==> src/rtl/fifo_pkg.sv <==
// Shared sizing helpers for the flagged FIFO family.
package fifo_pkg;

  // Pointer width for an index range of 0..depth-1. Never narrower than 1 bit.
  function automatic int ptr_width(input int depth);
    return (depth <= 2) ? 1 : $clog2(depth);
  endfunction

  // Occupancy width for a count range of 0..depth. Never narrower than 1 bit.
  function automatic int level_width(input int depth);
    return (depth < 1) ? 1 : $clog2(depth + 1);
  endfunction

endpackage

==> src/rtl/fifo_mem.sv <==
// DEPTH x DATA_WIDTH storage: one synchronous write port, one asynchronous read port.
// Contents are intentionally not reset.
module fifo_mem #(
  parameter int unsigned DATA_WIDTH = 8,
  parameter int unsigned DEPTH      = 4,
  parameter int unsigned AW         = 2
) (
  input  logic                  clock,
  input  logic                  wr_en,
  input  logic [AW-1:0]         wr_addr,
  input  logic [DATA_WIDTH-1:0] wr_data,
  input  logic [AW-1:0]         rd_addr,
  output logic [DATA_WIDTH-1:0] rd_data
);

  logic [DATA_WIDTH-1:0] mem [DEPTH];

  // Write the addressed entry when enabled.
  always_ff @(posedge clock) begin
    if (wr_en) mem[wr_addr] <= wr_data;
  end

  assign rd_data = mem[rd_addr];

endmodule

==> src/rtl/fifo_flagged.sv <==
// Synchronous FIFO with level count, almost-full/empty thresholds, sticky
// overflow/underflow, synchronous flush and optional first-word-fall-through.
module fifo_flagged
  import fifo_pkg::*;
#(
  parameter int unsigned DATA_WIDTH   = 8,
  parameter int unsigned DEPTH        = 4,
  parameter int unsigned AFULL_LEVEL  = 3,
  parameter int unsigned AEMPTY_LEVEL = 1,
  parameter bit          FWFT         = 1'b0
) (
  input  logic                          clock,
  input  logic                          resetn,
  input  logic                          flush,
  input  logic                          push_enable,
  input  logic [DATA_WIDTH-1:0]         data_in,
  input  logic                          pop_enable,
  output logic [DATA_WIDTH-1:0]         data_out,
  output logic                          full,
  output logic                          empty,
  output logic                          almost_full,
  output logic                          almost_empty,
  output logic [level_width(DEPTH)-1:0] level,
  output logic                          overflow,
  output logic                          underflow
);

  localparam int AW = ptr_width(DEPTH);
  localparam int LW = level_width(DEPTH);

  localparam logic [AW-1:0] LAST_PTR = AW'(DEPTH - 1);
  localparam logic [LW-1:0] DEPTH_L  = LW'(DEPTH);
  localparam logic [LW-1:0] AFULL_L  = LW'(AFULL_LEVEL);
  localparam logic [LW-1:0] AEMPTY_L = LW'(AEMPTY_LEVEL);

  logic [AW-1:0]         wr_ptr_q, wr_ptr_d;
  logic [AW-1:0]         rd_ptr_q, rd_ptr_d;
  logic [LW-1:0]         level_q, level_d;
  logic [DATA_WIDTH-1:0] dout_q, dout_d;
  logic                  full_q, full_d;
  logic                  empty_q, empty_d;
  logic                  afull_q, afull_d;
  logic                  aempty_q, aempty_d;
  logic                  ovf_q, ovf_d;
  logic                  unf_q, unf_d;

  logic                  push_ok, pop_ok, mem_we;
  logic [DATA_WIDTH-1:0] rd_data;

  // Explicit wrap so non-power-of-two depths work.
  function automatic logic [AW-1:0] next_ptr(input logic [AW-1:0] p);
    return (p == LAST_PTR) ? '0 : p + 1'b1;
  endfunction

  // Accept/reject decisions, next pointers, level, flags and read register.
  always_comb begin
    pop_ok   = pop_enable && !empty_q;
    // A full FIFO still takes a push when the same cycle frees a slot.
    push_ok  = push_enable && (!full_q || pop_ok);
    wr_ptr_d = push_ok ? next_ptr(wr_ptr_q) : wr_ptr_q;
    rd_ptr_d = pop_ok  ? next_ptr(rd_ptr_q) : rd_ptr_q;
    level_d  = level_q + LW'(push_ok) - LW'(pop_ok);
    ovf_d    = ovf_q | (push_enable && !push_ok);
    unf_d    = unf_q | (pop_enable && empty_q);
    // Registered-pop mode presents the head only for the cycle after the pop.
    dout_d   = (!FWFT && pop_ok) ? rd_data : '0;
    if (flush) begin
      wr_ptr_d = '0;
      rd_ptr_d = '0;
      level_d  = '0;
      ovf_d    = 1'b0;
      unf_d    = 1'b0;
      dout_d   = '0;
    end
    full_d   = (level_d == DEPTH_L);
    empty_d  = (level_d == '0);
    afull_d  = (level_d >= AFULL_L);
    aempty_d = (level_d <= AEMPTY_L);
  end

  // State registers with synchronous active-low reset.
  always_ff @(posedge clock) begin
    if (!resetn) begin
      wr_ptr_q <= '0;
      rd_ptr_q <= '0;
      level_q  <= '0;
      dout_q   <= '0;
      full_q   <= 1'b0;
      empty_q  <= 1'b1;
      afull_q  <= 1'b0;
      aempty_q <= 1'b1;
      ovf_q    <= 1'b0;
      unf_q    <= 1'b0;
    end else begin
      wr_ptr_q <= wr_ptr_d;
      rd_ptr_q <= rd_ptr_d;
      level_q  <= level_d;
      dout_q   <= dout_d;
      full_q   <= full_d;
      empty_q  <= empty_d;
      afull_q  <= afull_d;
      aempty_q <= aempty_d;
      ovf_q    <= ovf_d;
      unf_q    <= unf_d;
    end
  end

  assign mem_we = push_ok && resetn && !flush;

  fifo_mem #(
    .DATA_WIDTH(DATA_WIDTH),
    .DEPTH     (DEPTH),
    .AW        (AW)
  ) u_mem (
    .clock  (clock),
    .wr_en  (mem_we),
    .wr_addr(wr_ptr_q),
    .wr_data(data_in),
    .rd_addr(rd_ptr_q),
    .rd_data(rd_data)
  );

  // FWFT shows the head combinationally from the registered read pointer.
  assign data_out     = FWFT ? (empty_q ? '0 : rd_data) : dout_q;
  assign full         = full_q;
  assign empty        = empty_q;
  assign almost_full  = afull_q;
  assign almost_empty = aempty_q;
  assign level        = level_q;
  assign overflow     = ovf_q;
  assign underflow    = unf_q;

endmodule

==> config.mk <==
export PLATFORM = sky130hd
export DESIGN_NAME = fifo_flagged
export DESIGN_NICKNAME = d
export VERILOG_FILES = /design/src/rtl/fifo_pkg.sv /design/src/rtl/fifo_mem.sv /design/src/rtl/fifo_flagged.sv
export SDC_FILE = /design/constraint.sdc
export NUM_CORES = 1
export LEC_CHECK = 0
export ABC_CLOCK_PERIOD_IN_PS = 2350
export CORE_AREA = 2 2 108 68
export DETAILED_ROUTE_END_ITERATION = 8
export DIE_AREA = 0 0 110 70
export HOLD_SLACK_MARGIN = 0.1
export PLACE_DENSITY_LB_ADDON = 0.12
export SETUP_SLACK_MARGIN = 0.2
export SYNTH_ARGS = -nofsm -noshare
export SYNTH_HDL_FRONTEND = slang
export SYNTH_SLANG_ARGS = --single-unit
==> constraint.sdc <==
create_clock -name clock -period 2.35 [get_ports clock]
set_input_delay 0.3525 -clock clock [delete_from_list [all_inputs] [get_ports clock]]
set_output_delay 0.3525 -clock clock [all_outputs]
set_load 0.005 [all_outputs]
# == Yosys cells after proc, flatten, opt, wreduce, memory -nomap -nowiden ==
# Memories as Yosys holds them, arrays and structs flattened. A register that Yosys moved wholly into a read port is not among the register bits.
# Index checks and enable logic that the tools add are counted.
# classes
addsub,4
order_cmp,2
n_eq_ne,3
mux,5
n_bitwise,4
reduce_logical,14
# op_table
cell,n
$logic_and 1x1->1,6
$add 2x1->2 const B,2
$eq 2x2->1 const B,2
$logic_not 1->1,4
$mux 2,2
$add 3x1->3,1
$eq 3x3->1 const B,1
$ge 3x2->1 const B,1
$le 3x1->1 const B,1
$logic_not 3->1,1
$mux 3,1
$reduce_or 3->1,1
$sub 3x1->3,1
$mux 1,2
$not 1->1,2
$or 1x1->1,2
$reduce_or 2->1,1
$logic_or 1x1->1,1
# word_totals
ff_bits,13
mem_bits_rw,32
out_inout_bits,17
elab_cells,42
memories,1
# mem_list
name,words,width,read_ports,rd_clocked_by_memory_dff,write_ports,line,rtl
u_mem.mem,4,8,1,1,1,fifo_mem.sv:16,logic [DATA_WIDTH-1:0] mem [DEPTH];

# == Depth between registers and ports, before layout ==
# Gate-level depths: netlist of the first run.
# logic_depth
ltp_word,8
ltp_mapped,11

# == Cells and area by module ==
# A second synthesis of the first run with hierarchy kept.
# hier_totals
cells_unflattened,118
hier_area_um2,1966.9
# modules_own_cells
module,instances,cells_per_inst,area_per_inst_um2
fifo_mem,1,46,1188.6
fifo_flagged,1,72,778.2

# == Worst setup path before layout of the first run ==
# No wires, ideal clock.
# synth_timing
path_kind,register to register
from,"register empty_q, in the netlist empty"
to,"register full_q, in the netlist full"
t_arrival_ns,2.171
path_slack_ns,0.121
stages_incl_launch_ff,12
cell_sequence,dfxtp_1 > nand2b_1 > a21boi_2 > inv_1 > ha_1 > inv_1 > ha_1 > inv_1 > fa_1 > xnor3_1 > nor2_1 > o21a_1
# synth_between
elab_chain_len,8
# synth_lines
element,line,rtl
from (decl),fifo_flagged.sv:41,"logic empty_q, empty_d;"
from (signal assigned),fifo_flagged.sv:100,empty_q <= empty_d;
$logic_not 1->1 (*),fifo_flagged.sv:57,pop_ok = pop_enable && !empty_q;
$logic_and 1x1->1 (*),fifo_flagged.sv:57,
$logic_or 1x1->1,fifo_flagged.sv:59,push_ok = push_enable && (!full_q || pop_ok);
$logic_and 1x1->1,fifo_flagged.sv:59,
$add 3x1->3,fifo_flagged.sv:62,level_d = level_q + LW'(push_ok) - LW'(pop_ok);
$sub 3x1->3 (*),fifo_flagged.sv:62,
$mux 3 (*),fifo_flagged.sv:67,if (flush) begin
$eq 3x3->1 (*),fifo_flagged.sv:75,full_d = (level_d == DEPTH_L);
to (signal assigned),fifo_flagged.sv:99,full_q <= full_d;
to (decl),fifo_flagged.sv:40,"logic full_q, full_d;"
# Mark *: on every way between the ends. The rest lies on a longest branch, timed or not.
# A chain may end at the register's enable or synchronous reset.

# == Worst setup path in the final report of the first run ==
# Same ends and word-level chain as after synthesis.

==> results by group, run 1 <==
Outcome
  – Status: finished clean

Worst hold path
  – Class of the worst hold path: input port to flop

Power and ir drop
  – Worst vdd ir: 0.2388 mV
  – Clk pwr share: 0.304
  – Total power: 1.686 mW
  – PD cells: 652.6 nW/um^2
  – Switching share of total power: 0.2074
  – LEAKAGE: 0.9764 nW
  – P_int: 1.336 mW
  – Net Switching: 0.3496 mW
  – Comb power frac: 0.094
  – Seq pwr share: 0.602

Worst setup path
  – Critical path data required time: 2.59 ns
  – Delay-heaviest family, CP: adder cells
  – Crit-path cells: nand2b_4 -> a21boi_4 -> inv_1 -> ha_1 -> inv_1 -> ha_1 -> inv_2 -> fa_2 -> xnor3_2 -> nor2_4 -> o21a_1
  – CP Max Fanout: 4
  – WP data arrival: 2.38 ns
  – Worst setup SP type: flop
  – Critical-path top delay cell: dfxtp_2
  – CP max stage delay: 0.34 ns
  – Buffers plus inverters on the worst setup path: 3
  – Crit path kind: flop to flop
  – CP Capture Type: flop

Yosys
  – Post-Synth XOR/XNOR Area: 0.01136
  – Cells after Synth: 123
  – Avg Cell Area, Syn: 16.12 um^2
  – Top cell type's share of synthesized area: 0.4845
  – Yosys top cell by area: edfxtp_1
  – Mux contribution to synthesized area: 0.1060
  – Synthesis-stage register bit count: 53
  – Register area share after synthesis: 0.6965
  – Distinct cell type count after synthesis: 22
  – Synth Area in Compound Gates: 0.02082
  – Synth area leaders: edfxtp_1, dfxtp_1, mux4_2
  – Synth Area in Adders: 0.05426
  – Synth Area in Simple Gates: 0.08202
  – Synth warn: 0
  – Post-Syn Area: 1983 um^2
  – Syn_nets: 144
  – Combinational family with the most area after synthesis: multiplexers

CTS
  – Inserted Clock Buffers: 5
  – CTS clk-pin slew, worst paths: 0.09 ns
  – CTS tree: built
  – Clk buf depth: 2
  – # H-tree levels: 2
  – CTS Root Cell: clkbuf_8
  – Worst skew pair latency: 0.29 ns
  – Clock sink count: 53
  – Cts hold-fix bufs: 0

Die
  – CORE AREA: 6877 um^2
  – Io pins: 30
  – Starting density of the core: 0.2884
  – Die Wd: 110 um
  – Die H: 70 um
  – DIE AREA: 7700 um^2
  – # rows: 24

Route
  – Initial drt markers: 22
  – DRC: 0
  – DR WL/cell: 15.22 um
  – Vias per Instance: 4.285
  – Final wirelength: 3957 um
  – DRT Pass-1 Iters: 4
  – Via count: 1114
  – Antenna viol nets, final: 0

Timing
  – Slew @ Worst Pin: 0.5217 ns
  – Final setup fails: 0
  – Slew Limit Fails: 0
  – Fin. Hold Viols: 0
  – Worst Skew: 0.004842 ns
  – Fmax: 467.1 MHz
  – Worst setup margin: 0.2092 ns
  – Crit path time final: 2.141 ns
  – RSZ-0062 raised after global routing: yes
  – Fin crit share: 0.9110
  – Rel. slew slack: 0.6517
  – Worst hold slack: 0.4796 ns

Placement
  – # placed instances: 250
  – I/O Buffers: 29
  – DP Wirelength: 2758 um
  – Placer Congestion: 0.7705
  – Setup WS pre-CTS: -0.3009 ns

Cells and area
  – Final instance count without filler cells: 260
  – Commonest cells after routing, fill and taps aside: edfxtp_1, clkdlybuf4s50_1, dfxtp_1, buf_4, and3_1
  – # nets final: 189
  – Number of diodes: 0
  – Filler Cells Inserted: 651
  – Layout cell share with drive strength beyond 1: 0.2130
  – Area added between synthesis and finish: 30.28%
  – Commonest non-fill, non-tap cell in the layout: edfxtp_1
  – Core Util, Final: 0.3757

Global routing
  – Global-route wire length before repair: 6334 um
  – Antenna violations before repair: 0
  – Largest net degree at the start of global routing: 16
  – Global Route Usage Sum: 0.1132
  – Vias in the first global route: 1188
  – Overflow after GRT: 0

Job
  – Max_cap viols: 0
worst register-to-register path, cell delays in order (launching register included):
cell and delay [ns]:
dfxtp_2 0.34, nand2b_4 0.16, a21boi_4 0.14, inv_1 0.05, ha_1 0.28, inv_1 0.06
ha_1 0.14, inv_2 0.04, fa_2 0.33, xnor3_2 0.27, nor2_4 0.15, o21a_1 0.14
timing repair:
item / in CTS / in global routing
pin swaps: 1 / 1
endpoints found under the hold margin: 0 / 0
setup endpoints to repair: 5 / 4
buffers inserted: 0 / 2
resized for setup: 3 / 6
routing by layer:
| layer | vias up | track usage | part of all wire |
|---|---|---|---|
| met2 | 17 | 0.1697 | 0.46 |
| met5 | - | 0 | 0 |
| li1 | 535 | - | - |
| met4 | 0 | 0.02954 | 0.0071 |
| met1 | 560 | 0.1600 | 0.49 |
| met3 | 2 | 0.03361 | 0.041 |
state kept, by name, indices dropped and copies added, names as in the netlist, 2 cells and up:
name and cells:
data_out 8, level 3, wr_ptr_q 2, u_mem.mem 32
rd_ptr_q 2
cell usage after synthesis (all sizes together):
cell type / n
nand2: 6
ha: 7
mux4: 8
clkbuf: 2
o21a: 1
fa: 1
o22ai: 1
a21oi: 2
nand2b: 2
dfxtp: 21
inv: 7
a31oi: 1
or3: 1
edfxtp: 32
and3: 12
a21boi: 1
nor2b: 2
nor2: 9
xnor3: 1
mux2i: 3
buf: 3
power by group through the flow:
stage	logic [mW]	clock network, mW	registers, mW
after floorplan	0.0666	0	1.03
after global placement	0.145	0	1.04
after detailed placement	0.146	0	1.04
after CTS	0.145	0.540	1.02
after global routing	0.174	0.570	1.02
final	0.159	0.512	1.02
area by class of cell:
| type | instances | area, um^2 | share of cell area |
|---|---|---|---|
| clock buffers | 8 | 90.09 | 0.03487 |
| flip-flops and latches | 53 | 1383 | 0.5351 |
| multi-input cells | 58 | 578.1 | 0.2237 |
| well taps | 91 | 113.9 | 0.04407 |
| repair buffers | 43 | 392.9 | 0.1521 |
| inverters | 7 | 26.28 | 0.01017 |
through the flow:
stage / area, um^2 / setup TNS (ns)
detailed placement: 2464 / -1.286
CTS: 2552 / 0
global route: 2584 / 0
finish: 2584 / 0
global placement: 2464 / -0.9324
floorplan: 2001 / 0
kinds of logic (layout without fill, tap and decap cells):
group / count (synthesis) / count (layout)
flops: 53 / 53
simple gates: 32 / 32
buf+inv: 12 / 58
mux: 11 / 11
fa+ha+maj: 8 / 8
compound gates: 6 / 6
xor+xnor: 1 / 1
worst paths after layout:
kind | from | depth (start not counted) | slack, ns | to
hold / removal | push_enable | 3 | 0.48 | overflow$_SDFF_PP0_
setup / recovery | empty$_SDFF_PN1_ | 11 | 0.21 | full$_SDFF_PN0_
setup reg to reg | empty$_SDFF_PN1_ | 11 | 0.21 | full$_SDFF_PN0_
hold reg to reg | overflow$_SDFF_PP0_ | 2 | 0.49 | overflow$_SDFF_PP0_
Note: power is estimated with default switching activity, not from simulation.
==> inputs of run 2 (changes only) <==
--- a/config.mk
+++ b/config.mk
@@ -6,9 +6,9 @@
 export NUM_CORES = 1
 export LEC_CHECK = 0
 export ABC_CLOCK_PERIOD_IN_PS = 2350
-export CORE_AREA = 2 2 108 68
+export CORE_AREA = 2 2 89 83
 export DETAILED_ROUTE_END_ITERATION = 8
-export DIE_AREA = 0 0 110 70
+export DIE_AREA = 0 0 91 85
 export HOLD_SLACK_MARGIN = 0.1
 export PLACE_DENSITY_LB_ADDON = 0.12
 export SETUP_SLACK_MARGIN = 0.2
==> run 2 against run 1 <==
Compared with the run above:
- sequential share of layout area shrank 0.23 points
- sequential cell count unchanged
- non-clock buffer count unchanged
- die area up 0.45%
- combinational power fell by 3%
- via count increased by 1.9%
- total power rose by 2.0%
- clock power increased by 7.4%
- clock-buffer cell count fell by 2
- final cell count rose by 0.77%
- first-iteration DRC count grew 41%
- sequential power is essentially flat
- critical path type unchanged
- highest routed layer unchanged
==> results by group, run 2 (synthesis gave the netlist of run 1 again) <==
Outcome
  – Status: finished clean

Worst hold path
  – Class of the worst hold path: input port to flop

CTS
  – Cts hold-fix bufs: 0
  – Worst skew pair latency: 0.31 ns
  – CTS tree: built
  – Clock sink count: 53
  – # H-tree levels: 2
  – CTS Root Cell: clkbuf_8
  – CTS clk-pin slew, worst paths: 0.10 ns
  – Inserted Clock Buffers: 5
  – Clk buf depth: 2

Die
  – # rows: 29
  – DIE AREA: 7735 um^2
  – Starting density of the core: 0.2907
  – CORE AREA: 6822 um^2
  – Die H: 85 um
  – Io pins: 30
  – Die Wd: 91 um

Route
  – Antenna viol nets, final: 0
  – DRC: 0
  – DR WL/cell: 14.40 um
  – Final wirelength: 3774 um
  – DRT Pass-1 Iters: 4
  – Initial drt markers: 31
  – Vias per Instance: 4.332
  – Via count: 1135

Global routing
  – Largest net degree at the start of global routing: 18
  – Antenna violations before repair: 0
  – Vias in the first global route: 1167
  – Global-route wire length before repair: 6051 um
  – Global Route Usage Sum: 0.1043
  – Overflow after GRT: 0

Job
  – Max_cap viols: 0

Cells and area
  – Commonest non-fill, non-tap cell in the layout: edfxtp_1
  – Final instance count without filler cells: 262
  – Area added between synthesis and finish: 30.85%
  – Commonest cells after routing, fill and taps aside: edfxtp_1, clkdlybuf4s50_1, dfxtp_1, buf_4, and3_1
  – Core Util, Final: 0.3804
  – Layout cell share with drive strength beyond 1: 0.2130
  – Number of diodes: 0
  – Most flops, register: u_mem.mem
  – Largest register FFs: 32
  – # nets final: 189

Worst setup path
  – CP Capture Type: flop
  – Crit-path cells: nand2b_4 -> a21boi_4 -> inv_1 -> ha_1 -> inv_1 -> ha_1 -> inv_1 -> fa_2 -> xnor3_1 -> nor2_4 -> buf_4
  – Critical Path Most Common Cell: inv_1
  – Critical path data required time: 2.57 ns
  – WP data arrival: 2.27 ns
  – Crit path kind: flop to flop
  – Critical-path top delay cell: dfxtp_2
  – CP max stage delay: 0.33 ns
  – CP Max Fanout: 4
  – Worst setup SP type: flop

Timing
  – Slew @ Worst Pin: 0.5322 ns
  – Final setup fails: 0
  – Worst Skew: 0.01122 ns
  – Post-Route Setup TNS: 0 ns
  – Rel. slew slack: 0.6447
  – Fin. Hold Viols: 0
  – Crit path time final: 2.055 ns
  – Fin crit share: 0.8743
  – Slew Limit Fails: 0
  – Fmax: 486.7 MHz
  – Worst hold slack: 0.4526 ns
  – RSZ-0062 raised after global routing: yes

Power and ir drop
  – LEAKAGE: 0.9815 nW
  – PD cells: 662.9 nW/um^2
  – Worst vdd ir: 0.3852 mV

Placement
  – I/O Buffers: 29
  – DP Wirelength: 2656 um
  – # placed instances: 251
  – Placer Congestion: 0.7331
-- run 2: final timing paths --
kind | from | endpoint | slack [ns] | cells past startpoint
worst min register to register | underflow$_SDFF_PP0_ | underflow$_SDFF_PP0_ | 0.48 | 2
worst max register to register | empty$_SDFF_PN1_ | level[2]$_SDFF_PN0_ | 0.30 | 11
worst max-delay path | empty$_SDFF_PN1_ | level[2]$_SDFF_PN0_ | 0.30 | 11
worst min-delay path | push_enable | overflow$_SDFF_PP0_ | 0.45 | 3
-- run 2: per-layer routing --
| layer | GRT usage | part of all wire | up-vias |
|---|---|---|---|
| li1 | - | - | 539 |
| met1 | 0.1195 | 0.43 | 562 |
| met2 | 0.1838 | 0.51 | 28 |
| met3 | 0.03108 | 0.048 | 6 |
| met4 | 0.04132 | 0.017 | 0 |
| met5 | 0 | 0 | - |
-- run 2: cell type report --
type,instances,area (um^2)
Fill cell,679,4227
Tap cell,93,116.4
Clock inverter,2,17.52
Multi-Input combinational cell,58,576.8
Clock buffer,6,82.58
Inverter,7,26.28
Timing Repair Buffer,43,392.9
Sequential cell,53,1383
-- run 2: worst max-delay path, delay by kind of cell, from the launching register on --
family | cells | cell delay [ns]
AO/OA/AOI/OAI | 1 | 0.12
AND/OR/NAND/NOR | 2 | 0.20
buffers and inverters | 4 | 0.30
XOR/XNOR | 1 | 0.28
flip-flops | 1 | 0.33
adder cells (fa/ha/maj) | 3 | 0.74
-- run 2: power by group --
group	switching [mW]	internal [mW]	leakage (nW)	total, mW
Sequential	0.0109	1.00	0.459	1.01
Clock	0.305	0.245	0.0518	0.550
Combinational	0.0643	0.0910	0.471	0.155
Total	0.381	1.34	0.981	1.72
-- run 2: through the flow --
stage               instance area (um^2)  power (mW)  worst slack, ns
global route                        2595       1.803           0.1778
finish                              2595       1.720           0.2955
CTS                                 2571       1.732           0.2106
floorplan                           2001       1.101           0.2453
global placement                    2459       1.177          -0.2172
detailed placement                  2459       1.180          -0.3042
-- run 2: timing repair --
action                                  CTS  global route
pin swaps                                 1             0
buffers inserted                          2             1
gates resized for setup                   2             5
endpoints found under the setup margin    5             4
==> inputs of run 3 (changes only) <==
--- a/config.mk
+++ b/config.mk
@@ -6,10 +6,11 @@
 export NUM_CORES = 1
 export LEC_CHECK = 0
 export ABC_CLOCK_PERIOD_IN_PS = 2350
-export CORE_AREA = 2 2 89 83
+export CAP_MARGIN = 15
+export CORE_AREA = 2 2 73 68
 export DETAILED_ROUTE_END_ITERATION = 8
-export DIE_AREA = 0 0 91 85
-export HOLD_SLACK_MARGIN = 0.1
+export DIE_AREA = 0 0 75 70
+export HOLD_SLACK_MARGIN = 0.02
 export PLACE_DENSITY_LB_ADDON = 0.12
 export SETUP_SLACK_MARGIN = 0.2
 export SYNTH_ARGS = -nofsm -noshare
==> run 3 against run 2 <==
Compared with the run above:
- worst hold slack improved by 0.0035 ns
- global-route usage up 4.3 points
- sequential cell count unchanged
- clock skew decreased by 0.0069 ns
- sequential power barely moved
- utilization rose by 18 points
- via count decreased by 2.0%
==> results by group, run 3 (synthesis gave the netlist of run 1 again) <==
Outcome
  – Status: finished clean

Cells and area
  – Core Util, Final: 0.5610
  – # nets final: 191
  – Commonest cells after routing, fill and taps aside: edfxtp_1, clkdlybuf4s50_1, dfxtp_1, buf_4, and3_1
  – Number of diodes: 0
  – Largest register FFs: 32
  – Most flops, register: u_mem.mem
  – Post-Layout Inst Area: 2577 um^2
  – Layout cell share with drive strength beyond 1: 0.2573
  – Area added between synthesis and finish: 29.97%
  – Commonest non-fill, non-tap cell in the layout: edfxtp_1

Die
  – CORE AREA: 4594 um^2
  – # rows: 24
  – Io pins: 30
  – DIE AREA: 5250 um^2
  – Die Wd: 75 um
  – Starting density of the core: 0.4316
  – Die H: 70 um

Worst setup path
  – Worst r2r path cells: 11
  – CP max stage delay: 0.45 ns
  – RR Startpoint: empty$_SDFF_PN1_
  – Worst setup SP type: flop
  – Worst reg2reg setup slack: 0.28 ns
  – Crit-path cells: nand2b_4 -> a21boi_4 -> inv_2 -> ha_4 -> inv_1 -> ha_2 -> inv_2 -> fa_2 -> buf_4 -> nor2_2 -> nor2_1
  – Buffers plus inverters on the worst setup path: 4
  – Delay-heaviest family, CP: adder cells
  – Reg-to-Reg End: almost_empty$_SDFF_PN1_
  – CP Capture Type: flop
  – Crit path kind: flop to flop
  – CP Max Fanout: 3
  – Critical path data required time: 2.55 ns
  – Critical Path Most Common Cell: inv_2
  – WP data arrival: 2.27 ns
  – Critical-path top delay cell: fa_2

Timing
  – Rel. slew slack: 0.5883
  – Worst hold slack: 0.4561 ns
  – Slew Limit Fails: 0
  – Slew @ Worst Pin: 0.6167 ns
  – RSZ-0062 raised after global routing: no
  – Fin. Hold Viols: 0
  – Worst Skew: 0.004327 ns
  – Post-Route Setup TNS: 0 ns
  – Crit path time final: 2.071 ns
  – Final setup fails: 0
  – Fin crit share: 0.8814
  – Fmax: 482.8 MHz

CTS
  – Inserted Clock Buffers: 5
  – # H-tree levels: 2
  – CTS clk-pin slew, worst paths: 0.09 ns
  – Clock sink count: 53
  – CTS tree: built
  – Cts hold-fix bufs: 0
  – Clk buf depth: 2
  – Worst skew pair latency: 0.30 ns
  – CTS Root Cell: clkbuf_8

Placement
  – Post-DP Area: 2439 um^2
  – DP Wirelength: 2374 um
  – Placer Congestion: 0.8080
  – I/O Buffers: 29

Route
  – DR WL/cell: 14.40 um
  – DRT Pass-1 Iters: 4
  – Initial drt markers: 29
  – Antenna viol nets, final: 0
  – Vias per Instance: 4.712
  – Via count: 1112
  – Final wirelength: 3399 um
  – DRC: 0

Power and ir drop
  – Total power: 1.656 mW
  – Net Switching: 0.3516 mW
  – Clk pwr share: 0.289
  – Comb power frac: 0.097
  – Worst vdd ir: 0.4832 mV
  – Switching share of total power: 0.2123
  – PD cells: 642.5 nW/um^2
  – LEAKAGE: 0.9798 nW
  – P_int: 1.305 mW
  – Seq pwr share: 0.614

Global routing
  – Antenna violations before repair: 0
  – Vias in the first global route: 1154
  – Global Route Usage Sum: 0.1477
  – Overflow after GRT: 0
  – Largest net degree at the start of global routing: 16
  – Global-route wire length before repair: 5485 um

Worst hold path
  – Class of the worst hold path: input port to flop
  – Hold path cells: 3
  – Hold Startpoint: push_enable
  – Hold endpoint: overflow$_SDFF_PP0_

Job
  – Max_cap viols: 0
run 3: how the worst max path moves through the flow:
stage,from,to,depth (start not counted)
floorplan,empty$_SDFF_PN1_,full$_SDFF_PN0_,11
global placement,pop_enable,full$_SDFF_PN0_,12
detailed placement,pop_enable,full$_SDFF_PN0_,12
CTS,empty$_SDFF_PN1_,full$_SDFF_PN0_,11
global route,empty$_SDFF_PN1_,empty$_SDFF_PN1_,11
finish,empty$_SDFF_PN1_,almost_empty$_SDFF_PN1_,11
run 3: power by group through the flow:
stage	Sequential (mW)	Clock (mW)	Combinational, mW
global route	1.02	0.544	0.176
detailed placement	1.04	0	0.139
floorplan	1.03	0	0.0666
finish	1.02	0.479	0.160
CTS	1.02	0.503	0.143
global placement	1.04	0	0.135
run 3: final cells by class:
| class | instances | area (um^2) |
|---|---|---|
| Clock inverter | 2 | 10.01 |
| Timing Repair Buffer | 45 | 407.9 |
| Inverter | 7 | 26.28 |
| Clock buffer | 6 | 72.57 |
| Sequential cell | 53 | 1383 |
| Tap cell | 65 | 81.33 |
| Fill cell | 380 | 2017 |
| Multi-Input combinational cell | 58 | 596.8 |
run 3: tightest hold or removal path, stage by stage:
cell           delay [ns]
dlygate4sd2_1        0.22
a31oi_1              0.08
nor2_1               0.08
run 3: timing repair:
action	4_1_cts	5_1_grt
resized for setup	6	8
endpoints found under the setup margin	5	3
buffers inserted	1	2
gates cloned	0	0
pin swaps	2	4
hold endpoints to repair	0	0
run 3: through the flow:
stage | std cells | worst slack (ns)
3_3_place_gp | 225 | -0.2021
4_1_cts | 234 | 0.2157
5_1_grt | 236 | 0.1900
6_report | 236 | 0.2787
2_1_floorplan | 123 | 0.2453
3_5_place_dp | 225 | -0.2943
run 3: layer usage:
| metal | vias to the layer above | GRT usage | routed length [um] |
|---|---|---|---|
| met4 | 0 | 0.06349 | 51 |
| met3 | 4 | 0.04329 | 122 |
| li1 | 540 | - | - |
| met5 | - | 0 | 0 |
| met1 | 546 | 0.1729 | 1398 |
| met2 | 22 | 0.2476 | 1827 |
